File: src/rtl/vga_fetch_arbiter.sv
// Frame-buffer SRAM arbiter: prefetches display lines into a ping-pong line buffer
// ahead of the beam and serves the pixel writer in idle cycles. Optional: WRITER_SLOT_EN.
module vga_fetch_arbiter #(
    parameter int ADDR_W     = 19,
    parameter int DATA_W     = 16,
    parameter int LINE_WORDS = 800,
    parameter int NUM_LINES  = 600,
    parameter int LB_AW      = 10
) (
    input  logic              clk,
    input  logic              reset,
    input  logic              frame_start,
    input  logic              line_start,
    output logic              hold,
    output logic              disp_bank,
    output logic              lb_we,
    output logic              lb_bank,
    output logic [LB_AW-1:0]  lb_addr,
    output logic [DATA_W-1:0] lb_wdata,
    input  logic              wr_req,
    input  logic [ADDR_W-1:0] wr_addr,
    input  logic [DATA_W-1:0] wr_data,
    output logic              wr_ack,
    output logic [ADDR_W-1:0] mem_addr,
    output logic              mem_we,
    output logic [DATA_W-1:0] mem_wdata,
    input  logic [DATA_W-1:0] mem_rdata,
    output logic              underrun
);

    localparam int LC_W = (NUM_LINES > 1) ? $clog2(NUM_LINES) : 1;
    localparam logic [LB_AW-1:0] LAST_WORD = LB_AW'(LINE_WORDS - 1);
    localparam logic [LB_AW:0]   WORDS     = (LB_AW + 1)'(LINE_WORDS);
    localparam logic [LC_W-1:0]  LAST_LINE = LC_W'(NUM_LINES - 1);

    typedef enum logic [2:0] {IDLE, PREFETCH, READY, FETCH, DONE} state_t;

    state_t            state, state_n;
    logic [LC_W-1:0]   line_cnt;
    logic [LB_AW:0]    rd_word;
    logic [LB_AW-1:0]  rd_idx;
    logic [ADDR_W-1:0] rd_addr;
    logic              rd_valid;
    logic              lb_we_q;
    logic              fill_bank;

    logic fetching, line_done, more_reads, issue, new_line, grant, toggle;
    logic slot_busy, wr_gap_ok;

    assign fetching   = (state == PREFETCH) || (state == FETCH);
    assign line_done  = fetching && lb_we_q && (lb_addr == LAST_WORD);
    assign more_reads = (rd_word < WORDS) && !slot_busy;
    assign toggle     = line_start && !frame_start && (state != IDLE);
    assign grant      = wr_req && !wr_ack && !issue && wr_gap_ok;

    // The line-buffer write trails each read by one cycle; an abort suppresses it at once.
    assign lb_we    = lb_we_q && !frame_start;
    assign lb_wdata = mem_rdata;
    assign lb_bank  = fetching ? fill_bank : ~disp_bank;

`ifdef WRITER_SLOT_EN
    logic [2:0] slot_cnt;

    assign slot_busy = (slot_cnt == 3'd6);
    assign wr_gap_ok = 1'b1;

    always_ff @(posedge clk or posedge reset) begin
        if (reset)
            slot_cnt <= '0;
        else if (frame_start || new_line)
            slot_cnt <= '0;
        else if (fetching)
            slot_cnt <= slot_cnt + 3'd1;
    end
`else
    assign slot_busy = 1'b0;
    assign wr_gap_ok = !rd_valid;
`endif

    always_comb begin
        state_n  = state;
        issue    = 1'b0;
        new_line = 1'b0;
        if (frame_start) begin
            state_n = PREFETCH;
            issue   = 1'b1;
        end else begin
            case (state)
                PREFETCH: begin
                    if (line_done) begin
                        state_n  = FETCH;
                        issue    = 1'b1;
                        new_line = 1'b1;
                    end else begin
                        issue = more_reads;
                    end
                end
                FETCH: begin
                    if (line_done)
                        state_n = (line_cnt == LAST_LINE) ? DONE : READY;
                    else
                        issue = more_reads;
                end
                READY: begin
                    if (line_start) begin
                        state_n  = FETCH;
                        issue    = 1'b1;
                        new_line = 1'b1;
                    end
                end
                default: ;
            endcase
        end
    end

    always_ff @(posedge clk or posedge reset) begin
        if (reset) begin
            state     <= IDLE;
            line_cnt  <= '0;
            rd_word   <= '0;
            rd_idx    <= '0;
            rd_addr   <= '0;
            rd_valid  <= 1'b0;
            lb_we_q   <= 1'b0;
            lb_addr   <= '0;
            fill_bank <= 1'b0;
            hold      <= 1'b1;
            disp_bank <= 1'b0;
            underrun  <= 1'b0;
            wr_ack    <= 1'b0;
            mem_we    <= 1'b0;
            mem_addr  <= '0;
            mem_wdata <= '0;
        end else begin
            state    <= state_n;
            rd_valid <= issue;
            wr_ack   <= grant;
            mem_we   <= grant;
            lb_we_q  <= rd_valid && !frame_start;

            if (issue)
                mem_addr <= frame_start ? '0 : rd_addr;
            else if (grant)
                mem_addr <= wr_addr;
            if (grant)
                mem_wdata <= wr_data;

            // A new frame restarts the fetch from address 0 into bank 0.
            if (frame_start) begin
                rd_addr   <= ADDR_W'(1);
                rd_word   <= (LB_AW + 1)'(1);
                rd_idx    <= '0;
                lb_addr   <= '0;
                line_cnt  <= '0;
                fill_bank <= 1'b0;
                disp_bank <= 1'b0;
                underrun  <= 1'b0;
                hold      <= 1'b1;
            end else begin
                if (rd_valid)
                    lb_addr <= rd_idx;
                if (issue) begin
                    rd_addr <= rd_addr + ADDR_W'(1);
                    rd_word <= new_line ? (LB_AW + 1)'(1) : rd_word + (LB_AW + 1)'(1);
                    rd_idx  <= new_line ? '0 : rd_word[LB_AW-1:0];
                end
                if (new_line) begin
                    line_cnt  <= line_cnt + LC_W'(1);
                    fill_bank <= ~(disp_bank ^ toggle);
                end
                if (toggle)
                    disp_bank <= ~disp_bank;
                if (toggle && fetching)
                    underrun <= 1'b1;
                if (state == PREFETCH && line_done)
                    hold <= 1'b0;
            end
        end
    end

endmodule

File: config.mk
export PLATFORM = sky130hd
export DESIGN_NAME = vga_fetch_arbiter
export DESIGN_NICKNAME = d
export VERILOG_FILES = /design/src/rtl/vga_fetch_arbiter.sv
export SDC_FILE = /design/constraint.sdc
export NUM_CORES = 1
export LEC_CHECK = 0
export ABC_AREA = 1
export CELL_PAD_IN_SITES_DETAIL_PLACEMENT = 1
export CELL_PAD_IN_SITES_GLOBAL_PLACEMENT = 1
export CORE_UTILIZATION = 33
export CTS_CLUSTER_SIZE = 20
export DETAILED_ROUTE_END_ITERATION = 16
export PLACE_DENSITY = 0.81
export SYNTH_ARGS = -nofsm -noshare
export SYNTH_HDL_FRONTEND = slang
export SYNTH_SLANG_ARGS = --single-unit
File: constraint.sdc
create_clock -name clk -period 3.3 [get_ports clk]
set_input_delay 0.495 -clock clk [delete_from_list [all_inputs] [get_ports clk]]
set_output_delay 0.495 -clock clk [all_outputs]
set_load 0.03 [all_outputs]
==> impl_metrics.yaml <==
global_route:
  grt_pass1_vias: 5157
  grt_usage_pct: 18.2
  grt-ovfl-total: 0
  grt_start_max_net_pins: 59
  grt_first_pass_wirelength_um: 25700
  antenna_found_initial: 0
clock_network:
  clk_path_buf_depth: 2
  path_clk_slew_ps: 70
  cts_root_buf: "clkbuf_16"
  numCtsBuffers: 9
  cts_setup_buffers: 0
  worstSkewPairLatency_ps: 360
  cts_max_level: 3
  clock-sinks: 105
  post_cts_resize_count: 0
  tritoncts: "done"
  postCtsHoldBufs: 0
timing:
  worst_slew_pin_slew_ps: 687
  rsz0062_at_grt: "no"
  hold_viol: 0
  timing.final.ws_setup_ps: 814
  finalCriticalPeriod_ps: 2490
  finalSetupViolations: 0
  max_freq_ghz: 0.402
  holdWs_ps: 467
  period_share_pct: 75.3
  relSlewSlack_pct: 54.1
  drv_slew: 0
  finalSetupTns_ps: 0
  skew_ps: 11.1
synth:
  synth_common_cells: "nand2_1, dfrtp_1, nand3_1"
  ys_types: 36
  syn-cell-area_um2: 5570
  yosys_warnings: 0
  syn-num-nets: 786
  synth_seq_area_share_pct: 47.2
  ys_ff_latch: 105
  synthCells: 727
  synth_area_leaders: "dfrtp_1, nand2_1, nand3_1"
  synth_edf_count: 0
  synth_flop_cell: "dfrtp_1"
  synth_top_cell_by_area: "dfrtp_1"
  syn_avg_cell_area_um2: 7.67
  yosysTopAreaCellShare_pct: 46.7
  async_reset_ff_share_pct: 100
  yosysMostFrequentCell: "nand2_1"
worst_setup_path:
  rrSetupSlack_ps: 1050
  r2r_cells: 11
  start_kind: "input port"
  cp.arrival_ps: 1990
  cp-end-kind: "primary output"
  r2r_end: "mem_addr[2]"
  crit_path_max_fanout: 18
  critPathKind: "in2out"
  regToRegStartpoint: "lb_addr[4]"
  setup.worst_path.start: "frame_start"
  cp.required_ps: 2800
  crit_end: "lb_we"
floorplanning:
  rows: 47
  dieArea_um2: 17400
  boundaryPins: 124
  die_y_um: 132
  start_util_pct: 33.7
  die_width_um: 132
  core_area_um2: 16500
power_and_ir_drop:
  finalPower_mw: 3.67
  ir_drop_mv: 0.270
  leakage_nw: 3.11
  powerDensity_nw_per_um2: 536
placement:
  pre_cts_ws_ps: 771
  dp_hpwl_um: 10400
  port_buffers: 91
  place_congestion: 0.799
layout:
  fillers: 2033
  area_growth_pct: 22.9
  seq_area_um2: 2630
  multi_input_area_um2: 2330
  layout-drive-gt1-share_pct: 5.27
  post-route-util_pct: 41.5
  antenna_cells: 0
  layout.nets: 851
drt:
  wire_per_inst_um: 14.7
  drtIter0Drc: 284
  drcViolationCount: 0
  dr.pass1.iters: 4
  vias_per_cell: 4.92
  wl_um: 14900
  vias: 4999
  antenna_left: 0
run:
  drv_cap: 0
status:
  outcome: "finished, final reports clean"
worst_hold_path:
  hold_path_class: "reg2reg"
-- sequential cells by signal, summed over array words and instances, names as in the netlist --
| name | flops |
|---|---|
| rd_addr | 19 |
| mem_wdata | 16 |
| lb_addr | 10 |
| disp_bank | 1 |
| state | 3 |
| fill_bank | 1 |
| rd_word | 11 |
| underrun | 1 |
| mem_addr | 19 |
| line_cnt | 10 |
| rd_valid | 1 |
| mem_we | 1 |
| hold | 1 |
| rd_idx | 10 |
| lb_we_q | 1 |
-- cells by family (layout without fill, tap and decap cells) --
family,Yosys count,count (layout),share of synthesized area [%]
xor+xnor,15,15,2.36
fa+ha+maj,3,3,0.673
simple gates,388,388,30.4
buf+inv,129,199,11.1
flops,105,105,47.2
compound gates,87,87,8.31
-- cells in the final DEF (no fill, tap or decap), types with 4 or more instances in the layout --
cell type,synthesis,final
nor3_1,20,20
nand2_1,216,216
xor2_1,12,12
o22ai_1,11,11
clkbuf_16,0,9
o21ai_0,59,59
inv_1,77,76
nand3_1,83,83
clkdlybuf4s50_1,0,91
dfrtp_1,104,104
nand4_1,11,11
buf_4,23,7
a21oi_1,9,9
or2_2,4,4
nor2_1,45,45
-- worst max-delay path, cell delays in order --
cell,delay (ps)
clkdlybuf4s50_1,430
buf_4,230
nor2_1,140
clkdlybuf4s50_1,690
-- area by class of cell --
| cell class | count | share of cell area (%) |
|---|---|---|
| Clock buffer | 9 | 3.29 |
| Tap cell | 220 | 4.02 |
| Inverter | 84 | 4.71 |
| Clock inverter | 7 | 1.30 |
| Timing Repair Buffer | 99 | 14.4 |
| Multi-Input combinational cell | 493 | 34.0 |
| Sequential cell | 105 | 38.4 |
-- worst min-delay path by stage --
stage,from,to,depth (start not counted)
2_1_floorplan,rd_idx[0],lb_addr[0],2
3_3_place_gp,hold,hold,2
3_5_place_dp,hold,hold,2
4_1_cts,hold,hold,2
5_1_grt,mem_wdata[5],mem_wdata[5],2
6_report,hold,hold,2
-- power breakdown --
| group | total (mW) | internal (mW) | switching [mW] |
|---|---|---|---|
| Clock | 1.14 | 0.605 | 0.536 |
| Sequential | 1.55 | 1.44 | 0.110 |
| Combinational | 0.982 | 0.367 | 0.615 |
| Total | 3.67 | 2.41 | 1.26 |
-- routing by layer --
| metal | up-vias | share of wire [%] | track usage (%) |
|---|---|---|---|
| met3 | 14 | 3.9 | 3.88 |
| li1 | 2449 | - | - |
| met1 | 2436 | 48 | 24.7 |
| met4 | 0 | 1.0 | 4.65 |
| met2 | 100 | 47 | 29.4 |
| met5 | - | 0 | 0 |
-- through the flow --
step,instance area [um2],std cells
2_1_floorplan,5570,727
3_3_place_gp,6540,1001
3_5_place_dp,6540,1001
4_1_cts,6850,1017
5_1_grt,6850,1017
6_report,6850,1017
No activity file was read; power rests on OpenSTA's default activity.
